`src/rtl/uart_burst_tx_pkg.sv`:
```
// uart_pkg: shared types and constants for the burst UART transmitter.
//   - uart_state_t : FSM state encoding (ST_DEBOUNCE only when UART_BURST_BTN_EN is defined)
//   - PARITY_*     : parity mode encodings for the PARITY parameter
//   - CLK_DIV_27M_115200 : default bit-time divider for a 27 MHz clock at 115200 baud
//   - parityBit()  : parity of the low dataBits bits of a byte for a given mode
package uart_pkg;

  typedef enum logic [2:0] {
    ST_IDLE,
    ST_START,
    ST_DATA,
    ST_PARITY,
    ST_STOP
`ifdef UART_BURST_BTN_EN
    , ST_DEBOUNCE
`endif
  } uart_state_t;

  localparam int PARITY_NONE = 0;
  localparam int PARITY_ODD  = 1;
  localparam int PARITY_EVEN = 2;

  localparam int CLK_DIV_27M_115200 = 234;

  // Bits at and above dataBits are not transmitted, so they do not contribute.
  function automatic logic parityBit(input logic [7:0] b, input int dataBits, input int mode);
    logic x;
    x = 1'b0;
    for (int i = 0; i < 8; i++) begin
      if (i < dataBits) x = x ^ b[i];
    end
    return (mode == PARITY_ODD) ? ~x : x;
  endfunction

endpackage

```
`src/rtl/uart_burst_tx_if.sv`:
```
// uart_burst_tx_if: request/status bundle between the burst source and the transmitter.
//   data     : MEM_BYTES*8 payload, byte k = data[8k+7:8k]
//   start    : burst request level
//   busy     : burst in progress
//   done     : one-cycle pulse in the last cycle of the final stop bit
//   byte_idx : index of the byte currently on the line
// Handshake: start is a request level, not a valid/ready pair. It is accepted on
// any clock edge at which the transmitter FSM is idle; that includes the edge that
// ends the done cycle, even though busy (registered) is still high during that
// cycle. A request seen while the FSM is not idle is dropped, never queued.
// Modports: master drives data/start, slave (the transmitter) drives the status.
interface uart_burst_tx_if #(
  parameter int MEM_BYTES = 4
);
  localparam int IW = $clog2(MEM_BYTES) + 1;

  logic [MEM_BYTES*8-1:0] data;
  logic                   start;
  logic                   busy;
  logic                   done;
  logic [IW-1:0]          byte_idx;

  modport master (output data, output start, input busy, input done, input byte_idx);
  modport slave  (input data, input start, output busy, output done, output byte_idx);
endinterface

```
`src/rtl/uart_burst_tx_baud_counter.sv`:
```
// uart_baud_counter: bit-time counter, reusable by a receiver.
//   clk, rst_n : clock, asynchronous active-low reset
//   clear      : hold the count at zero
//   tick       : high in the last cycle of each CLK_DIV-cycle bit time
module uart_baud_counter #(
  parameter int CLK_DIV = 234
) (
  input  logic clk,
  input  logic rst_n,
  input  logic clear,
  output logic tick
);
  localparam int CW = $clog2(CLK_DIV);
  localparam logic [CW-1:0] LAST = CW'(CLK_DIV - 1);

  logic [CW-1:0] cnt;

  assign tick = (cnt == LAST);

  always_ff @(posedge clk or negedge rst_n) begin
    if (!rst_n)          cnt <= '0;
    else if (clear)      cnt <= '0;
    else if (cnt == LAST) cnt <= '0;
    else                 cnt <= cnt + 1'b1;
  end
endmodule

```
`src/rtl/uart_burst_tx.sv`:
```
// uart_burst_tx: burst UART transmitter. On a request it snapshots the whole
// payload and sends MEM_BYTES frames back to back, byte 0 first, LSB first.
// Optional feature macro: UART_BURST_BTN_EN (adds btn_n, debounced re-arm).
// Ports:
//   clk, rst_n : clock, asynchronous active-low reset
//   bus        : uart_burst_tx_if.slave (data, start in; busy, done, byte_idx out)
//   btn_n      : active-low push button (only with UART_BURST_BTN_EN)
//   uart_tx    : serial line, idle high
//   dbgState   : current FSM state
// All outputs are registered from the FSM state, so the line trails the state by
// one cycle: a request sampled at edge N shows on uart_tx/busy at edge N+1.
module uart_burst_tx
  import uart_pkg::*;
#(
  parameter int CLK_DIV         = CLK_DIV_27M_115200,
  parameter int MEM_BYTES       = 4,
  parameter int DATA_BITS       = 8,
  parameter int PARITY          = PARITY_NONE,
  parameter int STOP_BITS       = 1,
  parameter int DEBOUNCE_CYCLES = 270000
) (
  input  logic        clk,
  input  logic        rst_n,
  uart_burst_tx_if.slave bus,
`ifdef UART_BURST_BTN_EN
  input  logic        btn_n,
`endif
  output logic        uart_tx,
  output uart_state_t dbgState
);
  localparam int IW = $clog2(MEM_BYTES) + 1;
  localparam logic [IW-1:0] LAST_BYTE = IW'(MEM_BYTES - 1);
  localparam logic [2:0]    LAST_BIT  = 3'(DATA_BITS - 1);
  localparam logic          STOP_LAST = 1'(STOP_BITS - 1);

  uart_state_t            state;
  logic [MEM_BYTES*8-1:0] shadow;
  logic [7:0]             shiftReg;
  logic                   parReg;
  logic [2:0]             bitIdx;
  logic                   stopIdx;
  logic [IW-1:0]          byteCnt;
  logic [IW-1:0]          byteNext;
  logic [7:0]             nextByte;
  logic                   tick;
  logic                   baudClear;
  logic                   trig;
  logic                   txNext;
  logic                   doneNext;
  logic                   busyNext;

`ifdef UART_BURST_BTN_EN
  localparam int DBW = $clog2(DEBOUNCE_CYCLES);
  localparam logic [DBW-1:0] DB_LAST = DBW'(DEBOUNCE_CYCLES - 1);
  logic [DBW-1:0] dbCnt;
`endif

  assign dbgState = state;
  assign byteNext = byteCnt + 1'b1;

  uart_baud_counter #(.CLK_DIV(CLK_DIV)) baud (
    .clk   (clk),
    .rst_n (rst_n),
    .clear (baudClear),
    .tick  (tick)
  );

  always_comb begin
    trig      = bus.start;
    baudClear = (state == ST_IDLE);
    busyNext  = (state != ST_IDLE);
`ifdef UART_BURST_BTN_EN
    trig      = bus.start | ~btn_n;
    baudClear = (state == ST_IDLE) || (state == ST_DEBOUNCE);
    busyNext  = (state != ST_IDLE) && (state != ST_DEBOUNCE);
`endif
    // Loop select keeps the byte pick in range for every MEM_BYTES.
    nextByte = 8'h00;
    for (int k = 0; k < MEM_BYTES; k++) begin
      if (byteNext == IW'(k)) nextByte = shadow[8*k +: 8];
    end
    case (state)
      ST_START:  txNext = 1'b0;
      ST_DATA:   txNext = shiftReg[0];
      ST_PARITY: txNext = parReg;
      default:   txNext = 1'b1;
    endcase
    doneNext = (state == ST_STOP) && tick && (stopIdx == STOP_LAST) && (byteCnt == LAST_BYTE);
  end

  always_ff @(posedge clk or negedge rst_n) begin
    if (!rst_n) begin
      state        <= ST_IDLE;
      shadow       <= '0;
      shiftReg     <= '0;
      parReg       <= 1'b0;
      bitIdx       <= '0;
      stopIdx      <= 1'b0;
      byteCnt      <= '0;
      uart_tx      <= 1'b1;
      bus.busy     <= 1'b0;
      bus.done     <= 1'b0;
      bus.byte_idx <= '0;
`ifdef UART_BURST_BTN_EN
      dbCnt        <= '0;
`endif
    end else begin
      uart_tx      <= txNext;
      bus.busy     <= busyNext;
      bus.done     <= doneNext;
      bus.byte_idx <= byteCnt;
      case (state)
        ST_IDLE: begin
          if (trig) begin
            shadow   <= bus.data;
            byteCnt  <= '0;
            shiftReg <= bus.data[7:0];
            parReg   <= parityBit(bus.data[7:0], DATA_BITS, PARITY);
            state    <= ST_START;
          end
        end
        ST_START: begin
          if (tick) begin
            bitIdx <= '0;
            state  <= ST_DATA;
          end
        end
        ST_DATA: begin
          if (tick) begin
            shiftReg <= {1'b0, shiftReg[7:1]};
            if (bitIdx == LAST_BIT) begin
              stopIdx <= 1'b0;
              state   <= (PARITY != PARITY_NONE) ? ST_PARITY : ST_STOP;
            end else begin
              bitIdx <= bitIdx + 3'd1;
            end
          end
        end
        ST_PARITY: begin
          if (tick) begin
            stopIdx <= 1'b0;
            state   <= ST_STOP;
          end
        end
        ST_STOP: begin
          if (tick) begin
            if (stopIdx != STOP_LAST) begin
              stopIdx <= 1'b1;
            end else if (byteCnt == LAST_BYTE) begin
`ifdef UART_BURST_BTN_EN
              dbCnt <= '0;
              state <= ST_DEBOUNCE;
`else
              state <= ST_IDLE;
`endif
            end else begin
              // Next frame starts immediately: no idle gap between bytes.
              byteCnt  <= byteNext;
              shiftReg <= nextByte;
              parReg   <= parityBit(nextByte, DATA_BITS, PARITY);
              state    <= ST_START;
            end
          end
        end
`ifdef UART_BURST_BTN_EN
        ST_DEBOUNCE: begin
          // Re-arm only after DEBOUNCE_CYCLES consecutive high samples.
          if (!btn_n) begin
            dbCnt <= '0;
          end else if (dbCnt == DB_LAST) begin
            dbCnt <= '0;
            state <= ST_IDLE;
          end else begin
            dbCnt <= dbCnt + 1'b1;
          end
        end
`endif
        default: state <= ST_IDLE;
      endcase
    end
  end
endmodule

```
`src/flat_wrapper.sv`:
```
// flat-port wrapper written by rule: the top's interface ports become plain ports
module uart_burst_tx_flat import uart_pkg::*;
#(
  parameter int CLK_DIV         = CLK_DIV_27M_115200,
  parameter int MEM_BYTES       = 4,
  parameter int DATA_BITS       = 8,
  parameter int PARITY          = PARITY_NONE,
  parameter int STOP_BITS       = 1,
  parameter int DEBOUNCE_CYCLES = 270000
)
  (clk, rst_n, uart_tx, dbgState, bus_data, bus_start, bus_busy, bus_done, bus_byte_idx);
  uart_burst_tx_if #(.MEM_BYTES(MEM_BYTES)) bus_i ();
  input  logic clk;
  input  logic rst_n;
  output logic uart_tx;
  output uart_state_t dbgState;
  input wire logic [$bits(bus_i.data)-1:0] bus_data;
  input wire logic [$bits(bus_i.start)-1:0] bus_start;
  output wire logic [$bits(bus_i.busy)-1:0] bus_busy;
  output wire logic [$bits(bus_i.done)-1:0] bus_done;
  output wire logic [$bits(bus_i.byte_idx)-1:0] bus_byte_idx;
  assign bus_i.data = bus_data;
  assign bus_i.start = bus_start;
  assign bus_busy = bus_i.busy;
  assign bus_done = bus_i.done;
  assign bus_byte_idx = bus_i.byte_idx;
  uart_burst_tx #(.CLK_DIV(CLK_DIV), .MEM_BYTES(MEM_BYTES), .DATA_BITS(DATA_BITS), .PARITY(PARITY), .STOP_BITS(STOP_BITS), .DEBOUNCE_CYCLES(DEBOUNCE_CYCLES)) u_core (.clk(clk), .rst_n(rst_n), .bus(bus_i), .uart_tx(uart_tx), .dbgState(dbgState));
endmodule
```
`config.mk`:
```
export PLATFORM = sky130hd
export DESIGN_NAME = uart_burst_tx_flat
export DESIGN_NICKNAME = d
export VERILOG_FILES = /design/src/rtl/uart_burst_tx_pkg.sv /design/src/rtl/uart_burst_tx_if.sv /design/src/rtl/uart_burst_tx_baud_counter.sv /design/src/rtl/uart_burst_tx.sv /design/src/flat_wrapper.sv
export SDC_FILE = /design/constraint.sdc
export NUM_CORES = 1
export LEC_CHECK = 0
export ABC_AREA = 1
export CELL_PAD_IN_SITES_DETAIL_PLACEMENT = 1
export CELL_PAD_IN_SITES_GLOBAL_PLACEMENT = 2
export CORE_MARGIN = 1.5
export CORE_UTILIZATION = 33
export CTS_BUF_LIST = sky130_fd_sc_hd__clkbuf_16
export CTS_CLUSTER_SIZE = 20
export DETAILED_ROUTE_END_ITERATION = 7
export PLACE_DENSITY = 0.91
export SLEW_MARGIN = 20
export SYNTH_ARGS = -nofsm -noshare
export SYNTH_HDL_FRONTEND = slang
export SYNTH_SLANG_ARGS = --single-unit
```
`constraint.sdc`:
```
create_clock -name clk -period 3.1 [get_ports clk]
set_clock_uncertainty 0.1 [all_clocks]
set_input_delay 0.62 -clock clk [delete_from_list [all_inputs] [get_ports clk]]
set_output_delay 0.62 -clock clk [all_outputs]
set_load 0.005 [all_outputs]
```
## Yosys cells after proc, flatten, opt, wreduce, memory -nomap -nowiden

Cells that the tools add are included.

| storage, ports and cells | value |
|---|---|
| bits in latches | 0 |
| bits in writable memories | 0 |
| memory bits (read-only) | 0 |
| bits in registers | 65 |
| memories | 0 |
| word-level logic and storage cells | 149 |

| cells by class | value |
|---|---|
| bitwise gates (word level) | 15 |
| muxes and demuxes | 84 |
| reductions and logical operators | 16 |
| divide/modulo/power cells | 0 |
| magnitude comparators | 0 |
| $mul | 0 |
| shift-type cells | 0 |
| equal/unequal tests | 19 |
| add/sub/neg operators | 3 |

Operator list:

| cell | number |
|---|---|
| 8-bit 2-to-1 mux | 11 |
| 1-bit 2-to-1 mux | 52 |
| 3-bit 2-to-1 mux | 14 |
| 8-bit one-hot mux with 3 select lines | 1 |
| 3-bit by 2-bit == test with 1-bit output (second input constant) | 5 |
| 3-bit one-hot mux with 5 select lines | 1 |
| 1-bit XOR | 14 |
| 3-bit one-hot mux with 2 select lines | 2 |
| 2-bit by 1-bit inequality test with 1-bit output (second input constant) | 5 |
| 5-bit AND reduction | 2 |
| 3-bit nonzero test | 3 |
| 8-bit by 1-bit adder with 8-bit output (second input constant) | 1 |
| 8-bit == test (second input constant) | 1 |
| 2-bit inequality test (second input constant) | 4 |
| 7-bit AND reduction | 1 |
| 3-bit by 1-bit adder with 3-bit output (second input constant) | 2 |
| 3-bit by 1-bit == test with 1-bit output (second input constant) | 2 |
| 3-bit == test (second input constant) | 2 |
| 3-bit zero test | 2 |
| 1-bit one-hot mux with 3 select lines | 2 |
| 6-bit AND reduction | 1 |
| 4-bit AND reduction | 1 |
| 2-bit nonzero test | 2 |
| 1-bit logical AND | 3 |
| other kinds (3) | 3 |

## Depth between registers and ports, before layout

| depth | value |
|---|---|
| depth in word-level cells | 45 |
| depth in mapped cells | 17 |
| mapped depth without buffers | 16 |

## By module

Synthesis repeated with hierarchy kept, for this count alone.

| unflattened totals | value |
|---|---|
| cell total of the unflattened synthesis | 426 |
| area, all modules | 3432.0 um2 |

By module, submodules not included:

| module | seq. area each (um2) | area an instance (um2) | cells an instance | instances |
|---|---|---|---|---|
| uart_burst_tx | 1402.6 | 3010.4 | 374 | 1 |
| uart_baud_counter | 200.2 | 421.7 | 52 | 1 |

## Worst setup path after synthesis

No wires, ideal clock.

| timing | value |
|---|---|
| path kind | register -> register |
| from | register u_core.byteCnt[0] |
| to | register u_core.parReg |
| clock period less this slack | 2167 ps |
| cell stages (with the launch flop) | 15 |
| slack | 933 ps |
| buffers on the path | 1 |
| required time | 2877 ps |
| data arrival time | 1944 ps |
| setup time | 123 ps |
| path through | dfrtp_1 > ha_1 > ha_1 > nand2_2 > buf_6 > nor2_1 > nor2_1 > a21oi_1 > nand2_1 > nand2_1 > nand2_1 > nand2_1 > nand2_1 > nand3_1 > a21oi_1 |

| between the ends | value |
|---|---|
| cells in the longest elaborated chain, start to end | 45 |

RTL lines:

| item | line | RTL |
|---|---|---|
| start: declaration | uart_burst_tx.sv:42 | `logic [IW-1:0] byteCnt;` |
| start signal: assignment | uart_burst_tx.sv:158 | `byteCnt <= byteNext;` |
| 3-bit by 1-bit adder with 3-bit output | uart_burst_tx.sv:59 | `assign byteNext = byteCnt + 1'b1;` |
| 3-bit zero test | uart_burst_tx.sv:80 | `if (byteNext == IW'(k)) nextByte = shadow[8*k +: 8];` |
| 8-bit 2-to-1 mux (4 in series) | uart_burst_tx.sv:80 |  |
| 1-bit 2-to-1 mux | uart_burst_tx.sv:149 | `end else if (byteCnt == LAST_BYTE) begin` |
| 1-bit 2-to-1 mux | uart_burst_tx.sv:147 | `if (stopIdx != STOP_LAST) begin` |
| 1-bit 2-to-1 mux | uart_burst_tx.sv:146 | `if (tick) begin` |
| 1-bit 2-to-1 mux | uart_burst_tx.sv:112 | `case (state)` |
| 1-bit XOR | uart_burst_tx_pkg.sv:30 | `if (i < dataBits) x = x ^ b[i];` |
| (+26 left out) | n/a |  |
| 1-bit 2-to-1 mux | uart_burst_tx.sv:147 |  |
| 1-bit 2-to-1 mux | uart_burst_tx.sv:146 |  |
| 1-bit 2-to-1 mux | uart_burst_tx.sv:112 |  |
| 1-bit XOR | uart_burst_tx_pkg.sv:30 |  |
| 1-bit 2-to-1 mux | uart_burst_tx.sv:149 |  |
| 1-bit 2-to-1 mux | uart_burst_tx.sv:147 |  |
| 1-bit 2-to-1 mux | uart_burst_tx.sv:146 |  |
| 1-bit one-hot mux with 2 select lines | uart_burst_tx.sv:112 |  |
| end signal: assignment | uart_burst_tx.sv:118 | `parReg <= parityBit(bus.data[7:0], DATA_BITS, PARITY);` |
| end signal: assignment | uart_burst_tx.sv:160 | `parReg <= parityBit(nextByte, DATA_BITS, PARITY);` |
| end: declaration | uart_burst_tx.sv:39 | `logic parReg;` |

Several ways; a longest one is shown, not always the timed one. The select of a mux whose other input is x is not followed.
A chain may end at the register's enable or synchronous reset.

## Worst setup path in the final report

Ends and elaborated chain as after synthesis.

==> results by group <==
Routing
  – Post-route antenna net violation count: 0
  – WL final: 8924 µm
  – Via count: 2921
  – Vias/cell: around 4.7
  – Initial DRC Count: 55
  – Residual DRC: 0
  – DR WL/cell: 14.32 µm
  – Drt first pass iters: 4

STA
  – Worst Tran Pin Value: between 0.6 and 0.7 ns
  – Crit share post-route: between 80% and 90%
  – RSZ-0062 raised after global routing: false
  – Rel. slew slack: ~55%
  – FMAX: around 0.36 GHz
  – Final Hold Viols: 0
  – Setup_tns: 0 ns
  – Final Critical Period: 2.776 ns
  – Slew Limit Fails: 0
  – Setup violators final: 0

Synthesis
  – Mapped cell area: ~0.0035 mm²
  – Number of synthesized flops with an enable pin: 0
  – Mapped Nets: 480
  – Synth cell types: 38
  – Largest cells by area after synthesis: dfrtp_1 45%, nand2_1 10%, inv_1 6.9%, nor2_1 6.1%, mux2_2 4.2%
  – Yosys top cell by area: dfrtp_1
  – Yosys Warn Count: 0
  – Syn avg cell area: roughly 8 µm²
  – Asr flop ratio synth: 100.0%
  – Post-synthesis sequential area ratio: between 40% and 50%
  – Post-synth top area share: between 40% and 50%
  – Cells after synthesis: roughly 440
  – #FFs+latches synth: between 60 and 70
  – Most common flop cell mapped by yosys: dfrtp_1

Final layout
  – Layout Nets: 527
  – Most frequent cells in the layout: 96 x nand2_1, 64 x inv_1, 63 x dfrtp_1
  – Commonest non-fill, non-tap cell in the layout: nand2_1
  – Layout cell share with drive strength beyond 1: roughly an eighth
  – Post-layout util: 42.15%
  – Layout area overhead: 24.13%
  – N_diodes: 0
  – Filler cells: approximately 1300

Floorplan
  – Die W: around 110 µm
  – Die Y: approximately 110 µm
  – Die area: 0.01120 mm²
  – Row count: 37
  – Initial core utilization: approximately a third
  – Io pins: 44
  – Core ar.: approximately 0.010 mm²

Global route
  – Grt peak-use layer: met2
  – Largest net degree at the start of global routing: 29
  – Initial antenna violation count: 0
  – Vias in the first global route: about 3200
  – Met2 Use GR: 31.40%
  – Total routing usage reported by global routing: between 10% and 20%
  – Met3 Use GR: around 2.7%
  – Total gr overflow: 0
  – First-pass GRT wire length: 15440 µm
  – M1 GR Usage: between 20% and 30%

CTS
  – Clk root buf: clkbuf_16
  – Skew-Pair Late Insertion Delay: between 0.3 and 0.4 ns
  – Clock tree buffer depth: 2
  – CTS tree: yes
  – CTS Hold Bufs: 0
  – Setup bufs post-CTS: 0
  – Clock-pin slew on the worst setup and hold paths: about 0.05 ns
  – Sink Count: between 60 and 70
  – Num CTS Buffers: 9
  – H-tree depth: 3
  – # resized after CTS: 0

Worst setup path
  – Crit path buf inv count: 1
  – CP Capture Type: register
  – Crit path to: u_core.parReg
  – Most Frequent Cell on Critical Path: nand2_1
  – Worst EP required: around 3.2 ns
  – Critical-path cell list: ha_1 > ha_1 > nand2_2 > inv_1 > nor2_1 > a21oi_1 > nand2_1 > nand2_1 > nand2_1 > nand2_1 > nand2_1 > nand3_1 > a21oi_1
  – Setup crit start: u_core.byteCnt[0]
  – WP depth: 13
  – Crit path kind: reg -> reg
  – RR Startpoint: u_core.byteCnt[0]
  – Crit Reg-Reg Endpoint: u_core.parReg
  – Worst R2R Setup Slack: roughly 0.32 ns
  – Slowest cell on the critical path: ha_1
  – Cell family with most CP delay: adder cells
  – CP Max Fanout: 13
  – Worst setup SP type: register
  – Crit path largest cell delay: ~0.55 ns
  – R2R depth: 13
  – CP arrival: a little under 3 ns

Power and ir drop
  – Switching fraction of total power: 41.31%
  – P_int: between 2000 and 3000 µW
  – Combinational share of power: 45.2%
  – Seq pwr share: 31.8%
  – Max VDD drop: 0.3206 mV
  – Leakage power: about 0.0021 µW
  – P_sw: 1776 µW
  – Cell Pwr Density: 992.2 mW/mm²
  – Clk network pwr share: between 20% and 30%

Place
  – Final GP Congestion: approximately 0.87
  – DP HPWL: ~7000 µm
  – Port bufs: between 40 and 50

Outcome
  – Status: completed

Min path
  – Worst hold path type: in -> async

Job
  – Max Cap Violations: 0
==> worst min path at each step <==
stage / from / to / cells past startpoint
floorplan: rst_n / u_core.baud.cnt[0] / 0
global placement: u_core.byteCnt[2] / u_core.bus.byte_idx[2] / 0
detailed placement: u_core.byteCnt[2] / u_core.bus.byte_idx[2] / 0
CTS: rst_n / u_core.baud.cnt[4] / 1
global route: rst_n / u_core.byteCnt[2] / 1
finish: rst_n / u_core.shadow[9] / 1
==> per-layer routing <==
| metal | vias up | wire, µm | share of wire [%] |
|---|---|---|---|
| met4 | 0 | 175 | 2.0 |
| met5 | - | 0 | 0 |
| met1 | 1401 | 4061 | 46 |
| met2 | 41 | 4485 | 50 |
| met3 | 11 | 202 | 2.3 |
| li1 | 1468 | - | - |
==> area by class of cell <==
cell class | count | area [µm²] | area share, %
clock buffer | 9 | 225.2 | 5.199
multi-input combinational | 292 | 1560 | 36.02
tap | 136 | 170.2 | 3.928
inverter | 68 | 255.2 | 5.893
clock inverter | 7 | 62.56 | 1.444
timing repair buffer | 47 | 455.4 | 10.51
sequential | 64 | 1603 | 37.00
==> stage by stage <==
step / power (µW) / std cells / area [µm²] / worst slack [ns] / hold WS, ns
after floorplan: 2786 / 435 / 3490 / 0.9325 / 0.2244
after global placement: 3249 / 607 / 4044 / 0.4767 / 0.3080
after detailed placement: 3339 / 607 / 4044 / 0.3343 / 0.3227
after CTS: 4342 / 623 / 4332 / 0.3157 / 0.2305
after global routing: 4685 / 623 / 4332 / 0.01618 / 0.2751
final: 4298 / 623 / 4332 / 0.3243 / 0.2243
==> synthesized netlist by cell type, types with 3 or more instances <==
| library cell | number |
|---|---|
| o22ai_1 | 8 |
| dfrtp_1 | 63 |
| o21ai_2 | 8 |
| o21ai_0 | 17 |
| inv_1 | 64 |
| nand2_2 | 6 |
| xnor2_1 | 4 |
| clkbuf_1 | 4 |
| buf_6 | 3 |
| nor2_2 | 5 |
| nand2_1 | 96 |
| mux2_2 | 13 |
| nand3_1 | 21 |
| nor3_1 | 5 |
| nor2_1 | 57 |
| buf_2 | 3 |
| ha_1 | 10 |
| a21oi_1 | 21 |
==> worst register-to-register path: cells and delay by family (launching register included) <==
kind	cells	cell delay, ns
AOI/OAI and AO/OA	2	0.32
and+or+nand+nor	8	0.78
DFF	1	0.44
adders and majority gates	2	0.81
buffers and inverters	1	0.21
==> state kept, by name, indices dropped and copies added, names as in the netlist <==
signal	cells
u_core.bus.busy	1
u_core.bus.byte_idx	3
u_core.bus.done	1
u_core.shiftReg	8
u_core.byteCnt	3
u_core.baud.cnt	8
u_core.shadow	32
u_core.uart_tx	1
u_core.bitIdx	3
u_core.dbgState	3
u_core.parReg	1
==> power groups by stage <==
stage	logic, µW	registers (µW)	clock network, µW
2_1_floorplan	1480	1310	0
3_3_place_gp	1890	1360	0
3_5_place_dp	1960	1380	0
4_1_cts	1970	1370	1000
5_1_grt	2250	1410	1030
6_report	1940	1370	986
==> cell families (layout without fill, tap and decap cells) <==
| family | after synthesis | in the layout | share of synthesized area, % |
|---|---|---|---|
| adder cells (fa/ha/maj) | 10 | 10 | 3.586 |
| multiplexers | 13 | 13 | 4.195 |
| buffers and inverters | 79 | 131 | 9.358 |
| AND/OR/NAND/NOR | 199 | 199 | 24.27 |
| AO/OA/AOI/OAI | 64 | 64 | 11.15 |
| flip-flops | 64 | 64 | 45.93 |
| XOR/XNOR | 6 | 6 | 1.506 |
Power figures use the tool's default switching activity.
